### src/rtl/wb16_to_sdram_bridge.sv
// rtl/wb16_to_sdram_bridge.sv - 16-bit classic Wishbone slave to single 32-bit LiteX Wishbone master access
// Halfword accesses are steered onto one byte-lane pair of the main-RAM word; errors and timeouts are counted.
module wb16_to_sdram_bridge #(
    parameter int          ADDR_WIDTH     = 16,
    parameter logic [29:0] BASE_WORD_ADR  = 30'h1000_0000,
    parameter int          TIMEOUT_CYCLES = 1024,
    parameter logic [15:0] ERR_DATA       = 16'hDEAD
) (
    input  logic                  clk,
    input  logic                  reset,
    input  logic [ADDR_WIDTH-1:0] s_adr,
    input  logic [15:0]           s_dat_w,
    output logic [15:0]           s_dat_r,
    input  logic                  s_we,
    input  logic                  s_cyc,
    input  logic                  s_stb,
    output logic                  s_ack,
    output logic [29:0]           m_adr,
    output logic [31:0]           m_dat_w,
    input  logic [31:0]           m_dat_r,
    output logic [3:0]            m_sel,
    output logic                  m_we,
    output logic                  m_cyc,
    output logic                  m_stb,
    input  logic                  m_ack,
    input  logic                  m_err,
    output logic [2:0]            m_cti,
    output logic [1:0]            m_bte,
    input  logic                  clr_status,
    output logic                  timeout_flag,
    output logic [7:0]            err_count
);

    localparam int TIMER_W = $clog2(TIMEOUT_CYCLES);
    localparam logic [TIMER_W-1:0] TIMER_LAST = TIMER_W'(TIMEOUT_CYCLES - 1);

    typedef enum logic [1:0] {
        IDLE,
        REQ,
        RESP,
        RELEASE
    } state_t;

    state_t               state_q, state_d;
    logic [29:0]          m_adr_q, m_adr_d;
    logic [31:0]          m_dat_w_q, m_dat_w_d;
    logic [3:0]           m_sel_q, m_sel_d;
    logic                 m_we_q, m_we_d;
    logic                 m_cyc_q, m_cyc_d;
    logic                 lane_q, lane_d;
    logic                 aborted_q, aborted_d;
    logic [TIMER_W-1:0]   timer_q, timer_d;
    logic [15:0]          s_dat_r_q, s_dat_r_d;
    logic                 s_ack_q, s_ack_d;
    logic                 timeout_flag_q, timeout_flag_d;
    logic [7:0]           err_count_q, err_count_d;
    logic                 err_evt;
    logic                 to_evt;
    logic                 done;

    always_comb begin
        state_d        = state_q;
        m_adr_d        = m_adr_q;
        m_dat_w_d      = m_dat_w_q;
        m_sel_d        = m_sel_q;
        m_we_d         = m_we_q;
        m_cyc_d        = m_cyc_q;
        lane_d         = lane_q;
        aborted_d      = aborted_q;
        timer_d        = timer_q;
        s_dat_r_d      = s_dat_r_q;
        s_ack_d        = 1'b0;
        timeout_flag_d = timeout_flag_q;
        err_count_d    = err_count_q;
        err_evt        = 1'b0;
        to_evt         = 1'b0;
        done           = 1'b0;

        case (state_q)
            IDLE: begin
                if (s_cyc && s_stb) begin
                    m_adr_d   = BASE_WORD_ADR + 30'(s_adr[ADDR_WIDTH-1:1]);
                    m_sel_d   = s_adr[0] ? 4'b1100 : 4'b0011;
                    m_dat_w_d = {s_dat_w, s_dat_w};
                    m_we_d    = s_we;
                    lane_d    = s_adr[0];
                    aborted_d = 1'b0;
                    state_d   = REQ;
                end
            end
            REQ: begin
                if (!s_cyc) begin
                    aborted_d = 1'b1;
                end
                // First REQ cycle only launches the master strobe; responses count from the next one.
                if (!m_cyc_q) begin
                    m_cyc_d = 1'b1;
                    timer_d = '0;
                end else begin
                    timer_d = timer_q + TIMER_W'(1);
                    if (m_err) begin
                        err_evt = 1'b1;
                        done    = 1'b1;
                        if (!m_we_q) s_dat_r_d = ERR_DATA;
                    end else if (m_ack) begin
                        done = 1'b1;
                        if (!m_we_q) s_dat_r_d = lane_q ? m_dat_r[31:16] : m_dat_r[15:0];
                    end else if (timer_q == TIMER_LAST) begin
                        err_evt = 1'b1;
                        to_evt  = 1'b1;
                        done    = 1'b1;
                        if (!m_we_q) s_dat_r_d = ERR_DATA;
                    end
                end
                if (done) begin
                    m_cyc_d = 1'b0;
                    state_d = RESP;
                end
            end
            RESP: begin
                if (aborted_q) begin
                    state_d = IDLE;
                end else begin
                    s_ack_d = 1'b1;
                    state_d = RELEASE;
                end
            end
            RELEASE: begin
                if (!s_stb) state_d = IDLE;
            end
            default: state_d = IDLE;
        endcase

        if (clr_status) begin
            timeout_flag_d = 1'b0;
            err_count_d    = 8'h00;
        end else begin
            if (to_evt) timeout_flag_d = 1'b1;
            if (err_evt && err_count_q != 8'hFF) err_count_d = err_count_q + 8'd1;
        end
    end

    always_ff @(posedge clk) begin
        if (reset) begin
            state_q        <= IDLE;
            m_adr_q        <= '0;
            m_dat_w_q      <= '0;
            m_sel_q        <= '0;
            m_we_q         <= 1'b0;
            m_cyc_q        <= 1'b0;
            lane_q         <= 1'b0;
            aborted_q      <= 1'b0;
            timer_q        <= '0;
            s_dat_r_q      <= '0;
            s_ack_q        <= 1'b0;
            timeout_flag_q <= 1'b0;
            err_count_q    <= '0;
        end else begin
            state_q        <= state_d;
            m_adr_q        <= m_adr_d;
            m_dat_w_q      <= m_dat_w_d;
            m_sel_q        <= m_sel_d;
            m_we_q         <= m_we_d;
            m_cyc_q        <= m_cyc_d;
            lane_q         <= lane_d;
            aborted_q      <= aborted_d;
            timer_q        <= timer_d;
            s_dat_r_q      <= s_dat_r_d;
            s_ack_q        <= s_ack_d;
            timeout_flag_q <= timeout_flag_d;
            err_count_q    <= err_count_d;
        end
    end

    assign s_dat_r      = s_dat_r_q;
    assign s_ack        = s_ack_q;
    assign m_adr        = m_adr_q;
    assign m_dat_w      = m_dat_w_q;
    assign m_sel        = m_sel_q;
    assign m_we         = m_we_q;
    assign m_cyc        = m_cyc_q;
    assign m_stb        = m_cyc_q;
    assign m_cti        = 3'b000;
    assign m_bte        = 2'b00;
    assign timeout_flag = timeout_flag_q;
    assign err_count    = err_count_q;

endmodule

### config.mk
export PLATFORM = sky130hd
export DESIGN_NAME = wb16_to_sdram_bridge
export DESIGN_NICKNAME = d
export VERILOG_FILES = /design/src/rtl/wb16_to_sdram_bridge.sv
export SDC_FILE = /design/constraint.sdc
export NUM_CORES = 1
export LEC_CHECK = 0
export CAP_MARGIN = 20
export CORE_MARGIN = 2
export CORE_UTILIZATION = 37
export DETAILED_ROUTE_END_ITERATION = 10
export GPL_TIMING_DRIVEN = 1
export PLACE_DENSITY = 0.77
export SYNTH_ARGS = -nofsm -noshare
export SYNTH_HDL_FRONTEND = slang
export SYNTH_SLANG_ARGS = --single-unit
### constraint.sdc
create_clock -name clk -period 1.9 [get_ports clk]
set_input_delay 0.285 -clock clk [delete_from_list [all_inputs] [get_ports clk]]
set_output_delay 0.285 -clock clk [all_outputs]
set_load 0.005 [all_outputs]
; ---- After elaboration in Yosys (flattened, before gate mapping)
; Cells that the tools add are included.
[word_totals]
reg_bits = 108
wordCells = 68
[classes]
n_addsub = 3
eq_ne = 10
n_mux = 30
n_bitwise = 1
n_reduce_logical = 11
[op_table]
columns = cell, count
row1 = 16-bit 2-to-1 mux, 6
row2 = "29-bit by 15-bit adder with 30-bit output, first input constant", 1
row3 = 1-bit 2-to-1 mux, 16
row4 = "10-bit by 1-bit adder with 10-bit output, second input constant", 1
row5 = "10-bit == test, second input constant", 1
row6 = 10-bit 2-to-1 mux, 1
row7 = "8-bit by 1-bit adder with 8-bit output, second input constant", 1
row8 = 2-bit 2-to-1 mux, 4
row9 = "2-bit != test, second input constant", 4
row10 = "8-bit != test, second input constant", 1
row11 = 2-bit case mux with 4 select lines, 1
row12 = 3-bit AND reduction, 2
row13 = "2-bit == test, second input constant", 2
row14 = 4-bit 2-to-1 mux, 1
row15 = 4-bit AND reduction, 1
row16 = 2-bit OR reduction, 2
row17 = "3-bit != test, second input constant", 1
row18 = 3-bit nonzero test, 1
row19 = "2-bit by 1-bit == test with 1-bit output, second input constant", 1
row20 = 1-bit logical AND, 2
row21 = 2-bit logical NOT, 1
row22 = 1-bit case mux with 2 select lines, 1
row23 = 2-bit AND reduction, 1
row24 = 2-bit nonzero test, 1
row25 = 1-bit inverter, 1

; ---- Depth between registers and ports, before layout
; Gate-level depths: netlist of the first run.
[logic_depth]
depth_word = 8
depth_mapped = 6
mapped_depth_nobuf = 5

; ---- Worst setup path before layout of the first run
; Ideal clock, no wire load.
[synth_timing]
path_type = register -> register
startpoint = register timer_q[0]
endpoint = register err_count_q[6], in the netlist err_count[6]
arrival_time_ns = 1.796
required_ns = 1.771
setup_slack_ns = -0.025
path_stages_with_launch = 7
n_path_buf = 1
path_cell_list = dfxtp_1 ha_1 nand3_4 or4_4 buf_6 a2111oi_4 a211oi_2
[synth_between]
elab_chain_len = 7
[synth_lines]
columns = item, line_no
row1 = "start, declared", 52  ; logic [TIMER_W-1:0] timer_q, timer_d;
row2 = "start signal, assigned", 167  ; timer_q <= timer_d;
row3 = 10-bit == test, 108  ; end else if (timer_q == TIMER_LAST) begin
row4 = 1-bit 2-to-1 mux, 108
row5 = 1-bit 2-to-1 mux, 105  ; end else if (m_ack) begin
row6 = 1-bit 2-to-1 mux, 101  ; if (m_err) begin
row7 = 1-bit 2-to-1 mux, 96  ; if (!m_cyc_q) begin
row8 = 1-bit 2-to-1 mux, 79  ; case (state_q)
row9 = 1-bit logical AND, 139  ; if (err_evt && err_count_q != 8'hFF) err_count_d = err_count_q + 8'd1;
row10 = "end signal, assigned", 171  ; err_count_q <= err_count_d;
row11 = "end, declared", 56  ; logic [7:0] err_count_q, err_count_d;
; No other way between the ends.
; A chain may end at the register's enable or synchronous reset.

; ---- Worst setup path after layout of the first run
[layout_timing]
startpoint = register timer_q[7]
endpoint = register err_count_q[2], in the netlist err_count[2]
; The elaborated chain is that of the path after synthesis.

==> impl_metrics.toml, run 1 <==
[detailed_routing]
drtPass1Iterations = 4
drc = 0
wl_per_cell_um = 13.8
antenna_left = 0
vias = 3345
detail_route.vias_per_cell = 4.86
drtIter0Drc = 138
wirelength_mm = 9.46

[worst_setup_path]
ff2ff_setup_slack_ns = 0.09
regToRegEndpoint = "err_count[2]"
ff2ff_path_depth = 4
end_kind = "register"
crit_fanout = 8
crit_type = "register to register"
slowest_delay_ns = 0.65
critPathTopFamily = "simple AND/OR/NAND/NOR gates"
crit_buf_inv = 0
path_cells = "nand3_1 > or4_4 > a21oi_1 > mux2i_1"
worstReg2RegStart = "timer_q[7]"
arrival_ns = 2.07
cp_data_required_time_ns = 2.16
critical_path_depth = 4
crit_slowest_cell = "or4_4"
critPathLaunchType = "register"

[worst_hold_path]
min_delay_path_depth = 2
hold_end = "timer_q[8]"
hp-start = "reset"
min_path_type = "primary input to register"

[power]
power_density_nw_per_um2 = 710
vdd_ir_drop_max_mv = 0.343
leakage_uw = 0.00181

[sta]
finalCriticalPeriod_ns = 1.81
post-route-period-util_pct = 95.2
finalClockSkew_ns = 0.00927
setup_viol = 0
drv_slew = 0
max_clock_freq_mhz = 553
finalHoldViolations = 0
setup-tns-final_ns = 0
holdWs_ns = 0.395
timing.final.ws_setup_ns = 0.0905
rsz0062_at_grt = "no"

[synthesis]
synth_top_area_share_pct = 42.6
synth_area_um2 = 3530
yosys-top-cells-area = "dfxtp_1, nand2_1, buf_4"
synth-seq-cells = 75
synth_edf_count = 0
syn-instance-count = 417
dominantRegCellSynth = "dfxtp_1"
synth_largest_area_cell = "dfxtp_1"
synthArstFlopShare_pct = 0
avgSynthCellArea_um2 = 8.46
yosys_warnings = 0
synth_cell_types = 54
seq_area_frac_synth_pct = 42.6

[die]
io_pins = 172
die_w_um = 102
row_count = 35
coreArea_um2 = 9240
initial_utilization_pct = 38.2
dieArea_um2 = 10300
die_height_um = 102

[global_route]
antenna_found_initial = 1
grt_usage_pct = 18.2
gr-total-overflow = 0
grt_pass1_wl_mm = 14.9
first_global_vias = 3199
grt_max_degree = 37

[placed_design]
dpl.cell_count = 672
dp_slack_ns = -0.112
portBuffers = 152
dpl.hpwl_mm = 6.87
gp_congestion = 0.845

[clocking]
clk_latency_ns = 0.34
cts_buffers = 9
clk_path_buf_depth = 2
cts_sinks = 75
post_cts_buffers = 0
tritoncts = "built"
cts_root_buffer = "clkbuf_8"
ctsHtreeMaxLevel = 3
clkTransAtPathRegs_ns = 0.08

[flow_run]
maxCapViolations = 0

[finish]
area.sequential_um2 = 1500
fin_nets = 628
num-fill-cells = 840
final_util_pct = 57.3
area_growth_pct = 50.2
stdcell_count = 688
drive_above_1_share_pct = 9.50
multi_input_area_um2 = 1650

[status]
status = "finished clean"
[final cells by class]
cell class                      instances  area share (%)
Antenna cell                            1          0.0473
Clock buffer                            9            2.34
Clock inverter                          6            2.15
Inverter                               14           0.992
Multi-Input combinational cell        283            31.2
Sequential cell                        75            28.4
Tap cell                              129            3.05
Timing Repair Buffer                  171            31.8
[Yosys cell counts, drive strengths merged (4+ instances only)]
| cell | number |
|---|---|
| nand2 | 83 |
| nor3 | 6 |
| nand2b | 4 |
| or3 | 7 |
| or4 | 4 |
| dfxtp | 75 |
| o21ai | 9 |
| mux2i | 23 |
| nor2 | 16 |
| a221oi | 11 |
| a21oi | 50 |
| a211oi | 4 |
| inv | 14 |
| buf | 46 |
| o2bb2ai | 5 |
| clkbuf | 17 |
| nand3 | 8 |
[registers in the layout (all words and copies together), names as in the netlist]
name          cells
m_adr            16
m_dat_w          16
s_dat_r          16
timer_q          10
err_count         8
m_sel             2
state_q           2
aborted_q         1
m_cyc             1
m_we              1
s_ack             1
timeout_flag      1
[stage by stage]
stage / area [µm²] / power, µW
floorplan: 3600 / 1990
global placement: 5050 / 2300
detailed placement: 5050 / 2320
CTS: 5290 / 3800
global route: 5290 / 3940
finish: 5300 / 3760
[where the power goes]
part | switching [µW] | internal [µW] | leakage (µW)
logic | 243 | 363 | 0.00109
registers | 42.9 | 1630 | 0.000609
clock network | 611 | 870 | 0.000112
[cell families (layout without fill, tap and decap cells)]
family                   after synthesis  after routing  share of synthesized area [%]
AO/OA/AOI/OAI                         91             91                           16.8
buffers and inverters                 77            200                           13.0
other                                  1             20                          0.106
AND/OR/NAND/NOR                      148            148                           20.3
flip-flops                            75             75                           42.6
adder cells (fa/ha/maj)                2              2                          0.710
multiplexers                          23             23                           6.53
[timing repair]
item                                    in CTS  in global routing
resized for setup                            0                  1
hold buffers                                 0                  0
endpoints found under the setup margin       0                 13
[worst reg2reg max path, delay by kind of cell, from the launching register on]
kind | cells | cell delay [ns]
flops | 1 | 0.40
compound gates | 1 | 0.25
simple gates | 2 | 0.82
mux | 1 | 0.25
[how the worst max path moves through the flow]
stage	startpoint	to
floorplan	timer_q[1]	err_count[6]
global placement	m_ack	err_count[6]
detailed placement	m_ack	err_count[6]
CTS	timer_q[1]	err_count[2]
global route	timer_q[7]	err_count[1]
finish	timer_q[7]	err_count[2]
[placed cells by master (no fill, tap or decap), types with 2 or more instances in the layout]
master,synthesis,layout
a211oi_2,2,2
and2_1,2,2
or4_1,2,2
a221oi_1,11,11
nor2b_1,2,2
conb_1,1,19
o21ai_0,9,9
inv_1,14,14
buf_12,0,2
dfxtp_1,75,74
bufinv_16,0,3
clkinvlp_4,0,2
a21o_1,2,2
nand4_1,3,3
clkbuf_8,1,9
mux2i_1,23,23
nand2b_1,4,4
a31oi_1,2,2
nand3b_1,3,3
or3_1,7,7
a21oi_1,49,49
o2bb2ai_1,5,5
clkdlybuf4s50_1,0,151
nor3_1,5,5
buf_4,39,17
nand3_1,7,7
nand2_1,83,83
a211oi_1,2,2
nor2_1,15,15
[layer usage]
layer	part of all wire, %	track usage (%)	up-vias
met3	10	7.66	7
met5	0	0	-
met1	41	21.1	1549
li1	-	-	1651
met2	48	30.8	138
met4	0.64	4.78	0
Note: power is estimated with default switching activity, not from simulation.
==> run 2: changes to the inputs <==
Settings changed: GPL_TIMING_DRIVEN 1 to 0, REMOVE_ABC_BUFFERS from default to 1.
==> run 2 against run 1 <==
Power shrank 3.9%. Largest cell class is now multi-input combinational cells. Worst hold slack gained 0.044 ns. Clock-buffer cell count grew 1. First-iteration DRC count shrank 5.1%. Critical endpoint is now err_count[4]. Design area shrank 0.97%.
==> impl_metrics.toml, run 2 (synthesized netlist as in run 1, its figures left out) <==
[finish]
final_common_cell = "clkdlybuf4s50_1"
multi_input_area_um2 = 1690
drive_above_1_share_pct = 8.44
stdcell_count = 674
final_util_pct = 56.8
area_growth_pct = 48.7
final_cell_mix = "clkdlybuf4s50_1, nand2_1, dfxtp_1, a21oi_1, mux2i_1"
num-fill-cells = 840
antenna_cells = 0
fin_nets = 614
area.sequential_um2 = 1520

[sta]
timing.final.ws_setup_ns = 0.0786
post-route-period-util_pct = 95.9
rsz0062_at_grt = "no"
finalCriticalPeriod_ns = 1.82
tightest_slew_ns = 0.732
setup_viol = 0
max_clock_freq_mhz = 549
setup-tns-final_ns = 0
drv_slew = 0
finalClockSkew_ns = 0.00944
finalHoldViolations = 0
slew_headroom_pct = 51.1
holdWs_ns = 0.438

[placed_design]
dp_slack_ns = -0.438
dpl.cell_count = 657
portBuffers = 152
gp_congestion = 0.866
dpl.hpwl_mm = 6.68

[detailed_routing]
drtIter0Drc = 131
wl_per_cell_um = 13.4
drc = 0
wirelength_mm = 9.05
vias = 3310
detail_route.vias_per_cell = 4.91
drtPass1Iterations = 4
antenna_left = 0

[worst_setup_path]
worstReg2RegStart = "timer_q[0]"
critPathLaunchType = "register"
arrival_ns = 2.09
crit_fanout = 8
startpoint = "timer_q[0]"
end_kind = "register"
crit_type = "register to register"
cp_data_required_time_ns = 2.17

[power]
power_density_nw_per_um2 = 689
vdd_ir_drop_max_mv = 0.406
leakage_uw = 0.00175

[clocking]
cts_buffers = 9
ctsHtreeMaxLevel = 3
clkTransAtPathRegs_ns = 0.08
clk_latency_ns = 0.33
hold_buffers = 0
cts_sinks = 75
tritoncts = "built"
cts_root_buffer = "clkbuf_8"
clk_path_buf_depth = 2

[die]
coreArea_um2 = 9240
io_pins = 172
die_w_um = 102
initial_utilization_pct = 38.2
row_count = 35
dieArea_um2 = 10300
die_height_um = 102

[worst_hold_path]
hp-start = "reset"
min_path_type = "primary input to register"

[flow_run]
maxCapViolations = 0

[global_route]
antenna_found_initial = 0
grt_usage_pct = 17.2
grt_max_degree = 42
first_global_vias = 3124
gr-total-overflow = 0
grt_pass1_wl_mm = 14.4

[status]
status = "finished clean"
## run 2: cell types whose count changed in the layout (fill, tap and decap cells not counted), moves of 2 or more
cell     delta
dfxtp_1     -4
buf_16      +2
buf_4      -15
nand3_1     -2
dfxtp_4     +3
## run 2: layout make-up
type                    count  area share [%]
clock buffers              10            2.43
well taps                 129            3.08
multi-input cells         283            32.3
inverters                  14            1.00
flip-flops and latches     75            28.9
repair buffers            157            30.6
clock inverters             6            1.69
## run 2: per-layer routing
metal  global-route usage, %  up-vias  part of all wire (%)
li1                        -     1622                     -
met1                    20.5     1534                    41
met2                    29.6      143                    48
met3                    5.45       11                   9.4
met4                    4.68        0                   1.3
met5                       0        -                     0
## run 2: what timing repair did
action	CTS	global route
setup buffers	0	1
setup endpoints to repair	26	15
pin swaps	1	2
resized for setup	10	6
## run 2: path summary, 6_finish.rpt
path / depth (start not counted) / end / slack, ns
worst max-delay path: 5 / err_count[4] / 0.08
worst min-delay path: 2 / m_adr[28] / 0.44
worst max register to register: 5 / err_count[4] / 0.08
worst min register to register: 2 / m_adr[7] / 0.46
## run 2: report_power, final
group / internal [µW] / total [µW] / switching, µW / leakage, µW
sequential: 1630 / 1690 / 63.2 / 0.000612
clock: 743 / 1340 / 601 / 0.000103
combinational: 354 / 576 / 222 / 0.00103
total: 2730 / 3610 / 886 / 0.00175
## run 2: worst max-delay path, stage by stage (launching register included)
cell,delay [ns]
dfxtp_4,0.39
ha_4,0.17
nand3_4,0.10
or4_4,0.61
a211oi_2,0.29
mux2i_1,0.20
## run 2: metrics by stage
stage                     instance area [µm²]  total power (µW)
final                                    5240              3610
after CTS                                5210              3660
after global placement                   4870              2270
after detailed placement                 4960              2310
after floorplan                          3190              1900
after global routing                     5240              3810
==> run 3: changes to the inputs <==
Settings changed: PLACE_DENSITY 0.77 to 0.74.
==> run 3 against run 2 <==
Clock skew grew 0.0018 ns. Worst hold slack lost 0.099 ns. Global-route usage grew 0.089 points. Via count shrank 0.82%. Die area is the same. Clock-buffer cell count is the same. Power grew 7.3%. Fmax is essentially flat. Largest power group unchanged. Highest routed layer unchanged.
==> impl_metrics.toml, run 3 (synthesized netlist as in run 1, its figures left out) <==
[status]
status = "finished clean"

[worst_setup_path]
path_cells = "ha_4 > nand3_4 > or4_4 > a211oi_4 > mux2i_1"
ff2ff_path_depth = 5
arrival_ns = 2.10
critPathLaunchType = "register"
startpoint = "timer_q[1]"
end_kind = "register"
ff2ff_setup_slack_ns = 0.08
crit_slowest_cell = "or4_4"
crit_buf_inv = 0
crit_fanout = 8
cp_data_required_time_ns = 2.18
slowest_delay_ns = 0.63
regToRegEndpoint = "err_count[4]"
critPathTopFamily = "simple AND/OR/NAND/NOR gates"
crit_type = "register to register"
worstReg2RegStart = "timer_q[1]"

[worst_hold_path]
min_path_type = "primary input to register"
min_delay_path_depth = 2
hp-start = "reset"
hold_end = "m_dat_w[20]"

[die]
coreArea_um2 = 9240
row_count = 35
die_w_um = 102
die_height_um = 102
initial_utilization_pct = 38.2
io_pins = 172
dieArea_um2 = 10300

[clocking]
clk_latency_ns = 0.34
hold_buffers = 0
cts_root_buffer = "clkbuf_8"
clkTransAtPathRegs_ns = 0.08
cts_sinks = 75
tritoncts = "built"
ctsHtreeMaxLevel = 3
cts_buffers = 9
clk_path_buf_depth = 2

[power]
vdd_ir_drop_max_mv = 0.428
power_density_nw_per_um2 = 730
leakage_uw = 0.00179

[placed_design]
dpl.hpwl_mm = 6.76
placed_cell_area_um2 = 4950
gp_congestion = 0.826
portBuffers = 152

[detailed_routing]
wirelength_mm = 9.28
drtIter0Drc = 124
wl_per_cell_um = 13.7
drtPass1Iterations = 4
vias = 3283
detail_route.vias_per_cell = 4.86
drc = 0
antenna_left = 0

[finish]
drive_above_1_share_pct = 9.32
final_common_cell = "clkdlybuf4s50_1"
multi_input_area_um2 = 1700
final_area_um2 = 5310
num-fill-cells = 848
fin_nets = 617
final_util_pct = 57.5
final_cell_mix = "clkdlybuf4s50_1, nand2_1, dfxtp_1, a21oi_1, mux2i_1"
area_growth_pct = 50.6
area.sequential_um2 = 1510
antenna_cells = 0

[sta]
tightest_slew_ns = 0.667
holdWs_ns = 0.340
finalClockSkew_ns = 0.0112
finalCriticalPeriod_ns = 1.82
max_clock_freq_mhz = 549
finalHoldViolations = 0
rsz0062_at_grt = "no"
setup-tns-final_ns = 0
post-route-period-util_pct = 95.9
setup_viol = 0
drv_slew = 0
slew_headroom_pct = 55.5

[global_route]
grt_usage_pct = 17.2
grt_max_degree = 55
antenna_found_initial = 0
grt_pass1_wl_mm = 14.4
first_global_vias = 3074
gr-total-overflow = 0

[flow_run]
maxCapViolations = 0
run 3: cell count changes in the layout (fill, tap and decap cells not counted), moves of 2 or more:
cell	delta
clkinvlp_4	-2
dfxtp_2	+2
buf_4	+3
bufinv_16	+2
run 3: power breakdown:
group	total, µW	internal, µW	switching, µW
registers	1700	1630	63.2
clock network	1600	1030	571
logic	579	356	223
run 3: cell type report:
cell class / instances / share of cell area (%)
multi-input cells: 283 / 32.1
repair buffers: 160 / 30.5
inverters: 14 / 0.990
flip-flops and latches: 75 / 28.5
well taps: 129 / 3.04
clock inverters: 5 / 2.36
clock buffers: 10 / 2.59
run 3: how the worst max path moves through the flow:
stage,endpoint,slack (ns),cells after the start
after floorplan,s_dat_r[13],-0.41,4
after global placement,s_dat_r[13],-1.39,3
after detailed placement,s_dat_r[7],-0.52,5
after CTS,err_count[6],0.008,5
after global routing,err_count[6],0.003,4
final,err_count[4],0.08,5
run 3: stage by stage:
| stage | total power [µW] | setup slack (ns) | instances |
|---|---|---|---|
| floorplan | 1900 | -0.413 | 372 |
| global placement | 2270 | -1.39 | 653 |
| finish | 3880 | 0.0782 | 676 |
| global route | 4060 | 0.00311 | 676 |
| CTS | 3910 | 0.00831 | 672 |
| detailed placement | 2300 | -0.518 | 657 |
run 3: worst register-to-register path: stages (launching register included):
cell      delay, ns
dfxtp_2        0.38
ha_4           0.17
nand3_4        0.10
or4_4          0.63
a211oi_4       0.29
mux2i_1        0.20
run 3: metal layers:
layer  GRT usage [%]  up-vias  wire [µm]
met2            29.7      140       4480
met4            4.78        0         96
met5               0        -          0
met1            21.3     1502       3900
li1                -     1630          -
met3            4.49       11        801
run 3: what timing repair did:
item                                    in CTS  in global routing
resized for setup                           10                  8
setup buffers                                0                  4
pin swaps                                    1                  3
endpoints found under the setup margin      26                 16
gates cloned                                 0                  0
